### src/rtl/ascon_pkg.sv
// ascon_pkg: shared FSM encoding and byte constants for the ASCON absorb buffer.
package ascon_pkg;
    typedef enum logic [1:0] {FILL, EMIT, EXTRA} absorb_state_t;
    localparam logic [4:0] RATE_BYTES = 5'd16;
    localparam logic [7:0] PAD_BYTE   = 8'h01;
endpackage

### src/rtl/ascon_pad_word.sv
// ascon_pad_word: masks invalid bytes of a 32-bit word and inserts the 0x01 pad byte.
module ascon_pad_word
    import ascon_pkg::*;
(
    input  logic [31:0] din_i,
    input  logic [2:0]  bytes_i,
    input  logic        pad_en_i,
    output logic [31:0] word_o
);
    logic [2:0] nb;
    always_comb begin
        nb = bytes_i > 3'd4 ? 3'd4 : bytes_i;
        for (int k = 0; k < 4; k++)
            word_o[8*k +: 8] = (3'(k) < nb) ? din_i[8*k +: 8] :
                               (pad_en_i && 3'(k) == nb) ? PAD_BYTE : 8'h00;
    end
endmodule

### src/rtl/ascon_absorb_buffer.sv
// ascon_absorb_buffer: packs 32-bit words into padded 128-bit rate blocks with valid/ready on both sides.
module ascon_absorb_buffer
    import ascon_pkg::*;
(
    input  logic         clk,
    input  logic         rst_n,
    input  logic [31:0]  din,
    input  logic [2:0]   din_bytes,
    input  logic         din_last,
    input  logic         din_valid,
    output logic         din_ready,
    output logic [127:0] blk,
    output logic         blk_last,
    output logic         blk_valid,
    input  logic         blk_ready
);
    absorb_state_t state_q, state_d;
    logic [127:0]  buf_q, buf_d;
    logic [1:0]    wc_q, wc_d;
    logic          xpad_q, xpad_d, last_q, last_d;
    logic [31:0]   pw;
    logic [2:0]    nb;
    logic [4:0]    n;
    logic [6:0]    wbit;

    assign nb   = din_bytes > 3'd4 ? 3'd4 : din_bytes;
    assign n    = {1'b0, wc_q, 2'b00} + {2'b00, nb};
    assign wbit = {wc_q, 5'd0};

    ascon_pad_word u_pad (
        .din_i    (din),
        .bytes_i  (din_bytes),
        .pad_en_i (din_last),
        .word_o   (pw)
    );

    assign din_ready = state_q == FILL;
    assign blk_valid = state_q != FILL;
    assign blk       = state_q == EXTRA ? 128'h1 : buf_q;
    assign blk_last  = state_q == EXTRA || (state_q == EMIT && last_q);

    always_comb begin
        state_d = state_q;
        buf_d   = buf_q;
        wc_d    = wc_q;
        xpad_d  = xpad_q;
        last_d  = last_q;
        case (state_q)
            FILL: if (din_valid && (nb != 3'd0 || din_last)) begin
                buf_d[wbit +: 32] = pw;
                if (din_last) begin
                    // a full last word pushes the pad byte into the next (already zero) word slot
                    if (nb == 3'd4 && n < RATE_BYTES) buf_d[wbit + 7'd32 +: 8] = PAD_BYTE;
                    state_d = EMIT;
                    last_d  = n < RATE_BYTES;
                    xpad_d  = n == RATE_BYTES;
                end else begin
                    wc_d = wc_q + 2'd1;
                    if (wc_q == 2'd3) begin
                        state_d = EMIT;
                        last_d  = 1'b0;
                    end
                end
            end
            EMIT: if (blk_ready) begin
                buf_d   = '0;
                wc_d    = '0;
                state_d = xpad_q ? EXTRA : FILL;
            end
            EXTRA: if (blk_ready) begin
                xpad_d  = 1'b0;
                state_d = FILL;
            end
            default: state_d = FILL;
        endcase
    end

    always_ff @(posedge clk) begin
        if (!rst_n) begin
            state_q <= FILL;
            buf_q   <= '0;
            wc_q    <= '0;
            xpad_q  <= 1'b0;
            last_q  <= 1'b0;
        end else begin
            state_q <= state_d;
            buf_q   <= buf_d;
            wc_q    <= wc_d;
            xpad_q  <= xpad_d;
            last_q  <= last_d;
        end
    end
endmodule

### config.mk
export PLATFORM = sky130hd
export DESIGN_NAME = ascon_absorb_buffer
export DESIGN_NICKNAME = d
export VERILOG_FILES = /design/src/rtl/ascon_pkg.sv /design/src/rtl/ascon_pad_word.sv /design/src/rtl/ascon_absorb_buffer.sv
export SDC_FILE = /design/constraint.sdc
export NUM_CORES = 1
export LEC_CHECK = 0
export ABC_AREA = 1
export CAP_MARGIN = 20
export CORE_MARGIN = 2
export CORE_UTILIZATION = 35
export CTS_CLUSTER_SIZE = 12
export DETAILED_ROUTE_END_ITERATION = 6
export HOLD_SLACK_MARGIN = 0.05
export PLACE_DENSITY = 0.61
export SLEW_MARGIN = 25
export SYNTH_ARGS = -nofsm -noshare
export SYNTH_HDL_FRONTEND = slang
export SYNTH_SLANG_ARGS = --single-unit
### constraint.sdc
create_clock -name clk -period 2.2 [get_ports clk]
set_input_delay 0.44 -clock clk [delete_from_list [all_inputs] [get_ports clk]]
set_output_delay 0.44 -clock clk [all_outputs]
set_load 0.05 [all_outputs]
==> run summary, run 1 <==
Outcome -> finished clean
GRT met1 Usage -> 0.279
Register area share after synthesis -> 0.362
DPL Wire Length -> 17.4 mm
Yosys warns -> 0
Critical R2R Launch -> wc_q[1]$_SDFFE_PN0P_
First-pass DRT Iterations -> 5
CP cell instances -> inv_1 > nor2_4 > buf_4 > buf_12 > nor2_1 > buf_4
Req. time, crit path -> 1.76 ns
Share of layout cells above drive strength 1 -> 0.186
Worst Clk Skew -> 0.00745 ns
Worst Hold Path Cells -> 2
First-pass GRT wire length -> 37.6 mm
ANT nets after route -> 0
Crit path max fanout -> 34
Worst hold endpoint -> buf_q[61]$_SDFFE_PN0P_
Finish-stage setup viols -> 0
FF-to-FF End -> buf_q[11]$_SDFFE_PN0P_
Synth async-reset ratio -> 0
Post-Syn Instances -> 1238
Routed wire length -> 23.9 mm
GRT Residual Overflow -> 0
Combinational share of power -> 0.300
R2r worst-path depth -> 10
Initial core utilization -> 0.355
Final Hold Fails -> 0
Core ar. -> 20900 um^2
Ports -> 171
Setup TNS -> 0 ns
Largest net degree at the start of global routing -> 51
Buffer and inverter count on the worst path -> 4
CP arrival -> 1.69 ns
Site Rows -> 53
DRC viols -> 0
Worst Setup Start Kind -> register
Clock H-tree levels -> 4
Die area -> 22400 um^2
Worst-margin pin slew -> 0.643 ns
Clock-pin slew on the worst setup and hold paths -> 0.06 ns
CP dominant cell by count -> buf_4
Sink Count -> 134
GRT Total Usage -> 0.215
Clock root buffer -> clkbuf_16
P_leak -> 4.72 nW
Most area-consuming cells after synthesis -> dfxtp_1 (36%), nand2_1 (19%), nor2_1 (13%)
Die X -> 150 um
Mapped Area -> 7410 um^2
Number of synthesized flops with an enable pin -> 0
# fillers -> 2180
Fin crit period -> 2.13 ns
Placer Congestion -> 0.883
RSZ-0062 raised after global routing -> true
Detailed router's first-iteration violation count -> 427
Sw frac -> 0.344
Period utilization -> 0.969
Synth top cells by count -> nand2_1 (371), nor2_1 (265), inv_1 (162)
Clock share of power -> 0.357
Die H -> 150 um
Flop pwr share -> 0.343
Worst hold path type -> register to register
Syn avg cell area -> 5.99 um^2
Wire per inst -> 14.0 um
Diode count -> 0
GRT Max-Usage Layer -> met2
Number of synthesized register bits -> 134
TritonCTS Buffers -> 17
VDD IR max -> 0.460 mV
Critical Path End Type -> primary output
Avg Vias per Cell -> 4.62
Yosys top cell area share -> 0.362
Crit-path leading delay family -> buffers and inverters
Primary FF master, synth -> dfxtp_1
Switching pwr -> 2.66 mW
Worst R2R Setup Slack -> 0.16 ns
P_int -> 5.06 mW
Pwr Density -> 757 nW/um^2
Met3 Use GR -> 0.0378
Design Power -> 7.72 mW
Leading area contributor after synthesis -> dfxtp_1
Worst hold start -> buf_q[61]$_SDFFE_PN0P_
WS Path Type -> register to primary output
Slew HR -> 0.567
Vias in the first global route -> 7284
GR Layer Usage met2 -> 0.367
Max Freq -> 469 MHz
Clock buffer depth -> 2
CTS tree -> built
Top-count cell post-synth -> nand2_1
Layout Area Growth over Synthesis -> 37.7%
Worst path slowest cell -> dfxtp_4
Port Buffers -> 170
Nets -> 1472
Critical path depth in cells -> 6
Worst skew pair latency -> 0.41 ns
Initial antenna violation count -> 0
Routed vias -> 7908
Max incr delay on CP -> 0.37 ns
Max-cap check violation count -> 0
Syn Nets -> 1284
Distinct cells, synth -> 32
Final Slew Violations -> 0
[kinds of logic after synthesis]
| kind of cell | count (synthesis) | share of synthesized area |
|---|---|---|
| AOI/OAI and AO/OA | 118 | 0.0854 |
| adders and majority gates | 6 | 0.0101 |
| buffers and inverters | 239 | 0.132 |
| DFF | 134 | 0.362 |
| and+or+nand+nor | 741 | 0.410 |
[worst max path at each step]
| stage | start | endpoint | slack (ns) |
|---|---|---|---|
| after floorplan | wc_q[0]$_SDFFE_PN0P_ | buf_q[101]$_SDFFE_PN0P_ | 0.07 |
| after global placement | din_bytes[2] | buf_q[37]$_SDFFE_PN0P_ | -0.06 |
| after detailed placement | din_bytes[2] | buf_q[34]$_SDFFE_PN0P_ | -0.04 |
| after CTS | state_q[1]$_SDFFE_PN0P_ | blk_last | 0.01 |
| after global routing | state_q[1]$_SDFFE_PN0P_ | blk_last | -0.009 |
| final | state_q[1]$_SDFFE_PN0P_ | blk[77] | 0.07 |
[sequential cells by signal, summed over array words and instances (netlist names)]
register	cells
buf_q	128
xpad_q	1
state_q	2
last_q	1
wc_q	2
[layout by cell type, fill, tap and decap left out, types with 3 or more instances in the layout]
| master | synthesis | final |
|---|---|---|
| nor2_4 | 2 | 5 |
| nand2_2 | 3 | 4 |
| nand2_1 | 371 | 370 |
| buf_12 | 0 | 18 |
| inv_2 | 5 | 7 |
| clkdlybuf4s50_1 | 0 | 39 |
| nor2_2 | 5 | 3 |
| buf_4 | 2 | 175 |
| nand4_1 | 24 | 24 |
| nand3_1 | 45 | 45 |
| clkbuf_16 | 0 | 17 |
| inv_1 | 162 | 159 |
| nand3_2 | 3 | 3 |
| dfxtp_1 | 134 | 132 |
| clkinv_2 | 0 | 5 |
| nor2_1 | 265 | 264 |
| o21ai_0 | 45 | 45 |
| nand3b_1 | 5 | 5 |
| a21oi_1 | 57 | 57 |
| o21ai_1 | 4 | 4 |
| nor3_1 | 10 | 10 |
| ha_1 | 6 | 5 |
| buf_6 | 6 | 6 |
| o22ai_1 | 7 | 7 |
[metrics by stage]
stage,setup slack [ns],area (um^2),instances,utilization,hold slack [ns]
finish,0.0675,10200,1712,0.488,0.461
global route,-0.00948,10200,1712,0.488,0.475
CTS,0.0120,10200,1710,0.487,0.461
detailed placement,-0.0368,9500,1674,0.455,0.453
global placement,-0.0607,9500,1674,0.455,0.450
floorplan,0.0683,7430,1238,-,0.434
[cell type report]
class	instances	area, um^2	area share
Multi-Input combinational cell	865	3780	0.371
Sequential cell	134	2690	0.263
Timing Repair Buffer	240	2190	0.215
Inverter	168	634	0.0622
Clock buffer	21	460	0.0451
Tap cell	275	344	0.0337
Clock inverter	9	104	0.0102
[routing by layer]
layer  part of all wire  routed length [um]
met4              0.016                 379
met5                  0                   0
met2               0.48               11600
met1               0.46               10900
met3              0.044                1060
[power by group through the flow]
stage	sequential [mW]	combinational [mW]	clock [mW]
after detailed placement	2.70	2.30	0
final	2.65	2.32	2.76
after floorplan	2.68	1.55	0
after global routing	2.66	2.53	2.93
after global placement	2.69	2.30	0
after CTS	2.64	2.32	2.81
[tightest hold or removal path, stage by stage, from the launching register on]
cell and delay [ns]:
dfxtp_1 0.31, nand2_1 0.06, a21oi_1 0.05
[what timing repair did]
item,CTS,global route
hold buffers,0,0
endpoints found under the setup margin,90,71
gates cloned,2,0
pin swaps,1,1
gates resized for setup,3,12
setup buffers,4,2
Note: power is estimated with default switching activity, not from simulation.
==> inputs of run 2 (changes only) <==
--- a/config.mk
+++ b/config.mk
@@ -7,7 +7,7 @@
 export LEC_CHECK = 0
 export ABC_AREA = 1
 export CAP_MARGIN = 20
-export CORE_MARGIN = 2
+export CORE_MARGIN = 10
 export CORE_UTILIZATION = 35
 export CTS_CLUSTER_SIZE = 12
 export DETAILED_ROUTE_END_ITERATION = 6
==> run 2 against run 1 <==
Non-clock buffer count is 3 lower. Final area is 1.1% lower. Die area is 23% higher. Sequential cell count stayed put. Setup slack worse by 0.044 ns. Combinational power hardly changed. Power is 0.47% lower. Sequential share of layout area is 0.28 points higher. Clock skew is 0.0013 ns lower. Utilization is 0.71 points lower. Largest cell class unchanged.
==> run summary, run 2 (synthesized netlist as in run 1, its figures left out) <==
GRT Residual Overflow -> 0 (unchanged)
Clock buffer depth -> 2 (unchanged)
Site Rows -> 53 (unchanged)
WS Path Type -> register to primary output
Fin cells -> 1709 (-0.18%)
Crit-path leading delay family -> buffers and inverters
Outcome -> finished clean
Final Hold Fails -> 0 (unchanged)
Die H -> 166 um (+11%)
Final Slew Violations -> 0 (unchanged)
Fin crit period -> 2.18 ns (+0.0436 ns)
Ports -> 171 (unchanged)
DPL Wire Length -> 18.7 mm (+7.5%)
Largest register FFs -> 128 (unchanged)
Largest net degree at the start of global routing -> 66 (+29%)
ANT nets after route -> 0 (unchanged)
Detailed router's first-iteration violation count -> 511 (+20%)
Clock-pin slew on the worst setup and hold paths -> 0.06 ns (about the same)
Slew HR -> 0.726 (+0.159)
Initial core utilization -> 0.354 (-0.00112)
Crit path max fanout -> 39 (+15%)
Final instance area -> 10100 um^2 (-1.1%)
Diode count -> 0 (unchanged)
CP arrival -> 1.74 ns (+0.05 ns)
P_leak -> 4.67 nW (-1.1%)
Critical Path End Type -> primary output
CP cell instances -> inv_1 > nor2_4 > buf_12 > buf_16 > nor2_1 > buf_4
Combinational share of power -> 0.300 (about the same)
Share of layout cells above drive strength 1 -> 0.183 (-0.00240)
DR top layer -> met4
Met2 wire length -> 12.0 mm (+3.9%)
Most frequent cells in the layout -> nand2_1 (370), nor2_1 (262), buf_4 (180)
Clock share of power -> 0.356 (about the same)
Worst Setup Start Kind -> register
DRC viols -> 0 (unchanged)
Vias in the first global route -> 7555 (+3.7%)
First-pass DRT Iterations -> 5 (unchanged)
Worst path slowest cell -> dfxtp_2
CTS tree -> built
Buffer and inverter count on the worst path -> 4 (unchanged)
Max Freq -> 460 MHz (-2.0%)
Req. time, crit path -> 1.76 ns (about the same)
Max-cap check violation count -> 0 (unchanged)
Clock root buffer -> clkbuf_16
Post-DP Area -> 9480 um^2 (-0.21%)
Worst skew pair latency -> 0.42 ns (about the same)
TritonCTS Buffers -> 17 (unchanged)
VDD IR max -> 0.515 mV (+12%)
Period utilization -> 0.989 (+0.0198)
Sw frac -> 0.347 (+0.00277)
Routed wire length -> 24.9 mm (+4.0%)
Routed vias -> 7940 (+0.40%)
CTS Hold Bufs -> 0 (unchanged)
Max incr delay on CP -> 0.36 ns (about the same)
Core ar. -> 21000 um^2 (+0.32%)
Worst-margin pin slew -> 0.409 ns (-0.234 ns)
Nets -> 1469 (-0.20%)
Worst Clk Skew -> 0.00613 ns (-0.00132 ns)
Port Buffers -> 170 (unchanged)
Commonest non-fill, non-tap cell in the layout -> nand2_1
Met3 routed WL -> 1.51 mm (+42%)
Die area -> 27400 um^2 (+23%)
Flop pwr share -> 0.344 (about the same)
Layout Area Growth over Synthesis -> 36.1%
GRT Total Usage -> 0.178 (-0.0364)
Initial antenna violation count -> 0 (unchanged)
Worst hold path type -> register to register
Design Power -> 7.68 mW (-0.47%)
Switching pwr -> 2.67 mW (+0.33%)
P_int -> 5.02 mW (-0.89%)
Fin Hold WS -> 0.459 ns (-0.00165 ns)
Top flop regs -> buf_q x128, state_q x2, wc_q x2
Met1 wire length -> 10.9 mm (about the same)
Finish-stage setup viols -> 0 (unchanged)
Largest Register -> buf_q
Sink Count -> 134 (unchanged)
Wire per inst -> 14.6 um (+4.2%)
Placed cells -> 1678 (+0.24%)
Pwr Density -> 762 nW/um^2 (+0.68%)
Clock H-tree levels -> 4 (unchanged)
Die X -> 166 um (+11%)
Avg Vias per Cell -> 4.65 (+0.58%)
First-pass GRT wire length -> 39.0 mm (+3.7%)
Placer Congestion -> 0.864 (-2.2%)
==> run 2: cell types whose count changed in the layout (fill, tap and decap cells not counted), moves of 2 or more <==
cell    previous run  this run
inv_1            159       161
buf_4            175       180
inv_2              7         5
buf_6              6         2
nor2_1           264       262
buf_12            18        14
nor2_2             3         6
==> run 2: repair_timing <==
item | 4_1_cts | 5_1_grt
endpoints found under the setup margin | 128 | 54
pin swaps | 0 | 1
cloned | 0 | 0
setup buffers | 0 | 1
gates resized for setup | 3 | 9
==> run 2: final timing paths <==
| check | start | endpoint | slack (ns) | depth (start not counted) |
|---|---|---|---|---|
| setup / recovery | state_q[1]$_SDFFE_PN0P_ | blk[79] | 0.02 | 6 |
| hold / removal | buf_q[60]$_SDFFE_PN0P_ | buf_q[60]$_SDFFE_PN0P_ | 0.46 | 2 |
| setup reg to reg | wc_q[1]$_SDFFE_PN0P_ | buf_q[83]$_SDFFE_PN0P_ | 0.22 | 10 |
| hold reg to reg | buf_q[60]$_SDFFE_PN0P_ | buf_q[60]$_SDFFE_PN0P_ | 0.46 | 2 |
==> run 2: worst register-to-register path, stage by stage (launching register included) <==
cell	delay [ns]
dfxtp_2	0.37
inv_1	0.11
ha_4	0.34
inv_1	0.12
nor2_2	0.17
nand2_1	0.16
nor2_4	0.17
inv_1	0.15
o21ai_0	0.20
nand2_1	0.07
nor2_1	0.07
==> run 2: final cells by class <==
type                    count  area (um^2)
clock inverters             9          105
fillers                  2209        10900
inverters                 168          634
clock buffers              21          450
repair buffers            237         2090
well taps                 275          344
flip-flops and latches    134         2690
multi-input cells         865         3780
==> run 2: routing by layer <==
layer  GRT usage  vias to the layer above
li1            -                     4125
met3      0.0464                       31
met1       0.217                     3574
met2       0.302                      210
met4      0.0539                        0
met5           0                        -
==> run 2: through the flow <==
stage | setup TNS (ns) | setup WS [ns] | util
global placement | -0.500 | -0.0415 | 0.452
global route | -0.0328 | -0.0148 | 0.481
CTS | -0.00236 | -0.00236 | 0.479
detailed placement | -2.54 | -0.103 | 0.452
finish | 0 | 0.0239 | 0.481
floorplan | 0 | 0.0683 | -
==> run 2: power groups by stage <==
stage,Sequential [mW],Clock [mW],Combinational (mW)
final,2.64,2.74,2.31
after CTS,2.64,2.78,2.32
after detailed placement,2.70,0,2.31
after floorplan,2.68,0,1.55
after global placement,2.69,0,2.30
after global routing,2.66,2.89,2.52
==> inputs of run 3 (changes only) <==
--- a/config.mk
+++ b/config.mk
@@ -13,6 +13,8 @@
 export DETAILED_ROUTE_END_ITERATION = 6
 export HOLD_SLACK_MARGIN = 0.05
 export PLACE_DENSITY = 0.61
+export RECOVER_POWER = 25
+export SKIP_CTS_REPAIR_TIMING = 1
 export SLEW_MARGIN = 25
 export SYNTH_ARGS = -nofsm -noshare
 export SYNTH_HDL_FRONTEND = slang
==> run 3 against run 2 <==
Hold slack better by 0.00084 ns. Non-clock buffer count stayed put. Critical path depth stayed put. Count of clock-buffer cells in the layout stayed put. Clock skew hardly changed. Sequential share of layout area is 0.11 points higher. Wire length is 0.19% lower. Power is 0.25% lower. Critical path type unchanged. Utilization is 0.19 points lower.
==> run summary, run 3 (synthesized netlist as in run 1, its figures left out) <==
Final Hold Fails -> 0 (unchanged)
Final Slew Violations -> 0 (unchanged)
Max Freq -> 461 MHz (+0.40%)
P_leak -> 4.65 nW (-0.40%)
Slew HR -> 0.586 (-0.140)
Post-layout util -> 0.479 (-0.00191)
DP Worst Slack -> -0.103 ns (unchanged)
CTS tree -> built
Design Power -> 7.67 mW (-0.25%)
Critical Path End Type -> primary output
Fin crit period -> 2.17 ns (-0.00864 ns)
Most frequent cells in the layout -> nand2_1 (370), nor2_1 (262), buf_4 (175)
Largest register FFs -> 128 (unchanged)
Placed cells -> 1678 (unchanged)
Layout Area Growth over Synthesis -> 35.6%
Initial antenna violation count -> 0 (unchanged)
Clock-pin slew on the worst setup and hold paths -> 0.06 ns (about the same)
Worst path slowest cell -> dfxtp_2
Clock buffer depth -> 2 (unchanged)
Setup TNS -> 0 ns (unchanged)
Largest net degree at the start of global routing -> 66 (unchanged)
Top flop regs -> buf_q x128, state_q x2, wc_q x2
Crit-path leading delay family -> buffers and inverters
Die H -> 166 um (unchanged)
Commonest non-fill, non-tap cell in the layout -> nand2_1
First-pass DRT Iterations -> 5 (unchanged)
Port Buffers -> 170 (unchanged)
GRT Total Usage -> 0.178 (unchanged)
Detailed router's first-iteration violation count -> 560 (+9.6%)
Req. time, crit path -> 1.76 ns (about the same)
TritonCTS Buffers -> 17 (unchanged)
CP cell instances -> inv_1 > nor2_4 > buf_12 > buf_16 > nor2_1 > buf_4
Worst hold path type -> register to register
# fillers -> 2218 (+0.41%)
DPL Wire Length -> 18.7 mm (unchanged)
Largest Register -> buf_q
CP arrival -> 1.73 ns (about the same)
Ports -> 171 (unchanged)
First-pass GRT wire length -> 39.0 mm (about the same)
Period utilization -> 0.985 (-0.00393)
Max-cap check violation count -> 0 (unchanged)
GRT Residual Overflow -> 0 (unchanged)
Routed vias -> 7922 (-0.23%)
Core ar. -> 21000 um^2 (unchanged)
Initial core utilization -> 0.354 (unchanged)
Worst-margin pin slew -> 0.623 ns (+0.214 ns)
Vias in the first global route -> 7549 (-0.079%)
Diode count -> 0 (unchanged)
Crit path max fanout -> 39 (unchanged)
Site Rows -> 53 (unchanged)
Setup slack after layout -> 0.0325 ns (+0.00864 ns)
Outcome -> finished clean
Avg Vias per Cell -> 4.64 (-0.23%)
DRC viols -> 0 (unchanged)
VDD IR max -> 0.512 mV (-0.69%)
Placer Congestion -> 0.864 (unchanged)
Fin cells -> 1709 (unchanged)
Worst Clk Skew -> 0.00659 ns (+0.000454 ns)
Finish-stage setup viols -> 0 (unchanged)
Die X -> 166 um (unchanged)
Clock root buffer -> clkbuf_16
Share of layout cells above drive strength 1 -> 0.181 (-0.00279)
Max incr delay on CP -> 0.36 ns (about the same)
Buffer and inverter count on the worst path -> 4 (unchanged)
Pwr Density -> 763 nW/um^2 (+0.15%)
Wire per inst -> 14.5 um (-0.19%)
Sink Count -> 134 (unchanged)
Worst Setup Start Kind -> register
Worst skew pair latency -> 0.42 ns (about the same)
Die area -> 27400 um^2 (unchanged)
Clock H-tree levels -> 4 (unchanged)
ANT nets after route -> 0 (unchanged)
WS Path Type -> register to primary output
Routed wire length -> 24.9 mm (-0.19%)
Nets -> 1469 (unchanged)
[run 3: changes by cell type in the layout (fill, tap and decap cells not counted)]
cell             delta
buf_12              -1
buf_4               -5
buf_6               +1
clkbuf_1            +2
clkbuf_2            +2
clkbuf_4            +1
clkdlybuf4s50_1     -1
dlygate4sd3_1       +1
inv_2               +1
inv_4               -1
nand3_1             +1
nand3_2             -1
o21ai_1             +1
o21ai_4             -1
[run 3: area by class of cell]
class / instances / area (um^2) / share of cell area
tap: 275 / 344 / 0.0342
timing repair buffer: 237 / 2070 / 0.206
inverter: 168 / 632 / 0.0629
sequential: 134 / 2690 / 0.267
clock inverter: 9 / 105 / 0.0105
multi-input combinational: 865 / 3760 / 0.375
clock buffer: 21 / 450 / 0.0448
[run 3: per-stage QoR]
stage | hold slack, ns | instance area (um^2)
after global placement | 0.449 | 9480
after CTS | 0.462 | 10000
after floorplan | 0.434 | 7430
after global routing | 0.481 | 10000
final | 0.460 | 10000
after detailed placement | 0.452 | 9480
[run 3: worst paths after layout]
path / from / to / slack (ns) / cells after the start
worst min-delay path: buf_q[60]$_SDFFE_PN0P_ / buf_q[60]$_SDFFE_PN0P_ / 0.46 / 2
worst min register to register: buf_q[60]$_SDFFE_PN0P_ / buf_q[60]$_SDFFE_PN0P_ / 0.46 / 2
worst max register to register: wc_q[1]$_SDFFE_PN0P_ / buf_q[83]$_SDFFE_PN0P_ / 0.23 / 10
worst max-delay path: state_q[1]$_SDFFE_PN0P_ / blk[79] / 0.03 / 6
[run 3: power by group]
| group | total, mW | leakage [nW] | internal (mW) | switching (mW) |
|---|---|---|---|---|
| combinational | 2.29 | 3.28 | 0.736 | 1.56 |
| sequential | 2.64 | 1.09 | 2.59 | 0.0515 |
| clock | 2.73 | 0.273 | 1.68 | 1.05 |
[run 3: metal layers]
| layer | up-vias | track usage | routed length [um] |
|---|---|---|---|
| met3 | 31 | 0.0464 | 1540 |
| met1 | 3570 | 0.217 | 10900 |
| met2 | 201 | 0.302 | 12000 |
| met5 | - | 0 | 0 |
| met4 | 0 | 0.0539 | 455 |
| li1 | 4120 | - | - |
[run 3: worst reg2reg max path, stage by stage, from the launching register on]
cell and delay, ns:
dfxtp_2 0.37, inv_1 0.11, ha_4 0.34, inv_1 0.12, nor2_2 0.16, nand2_1 0.15
nor2_4 0.17, inv_1 0.15, o21ai_0 0.20, nand2_1 0.07, nor2_1 0.07
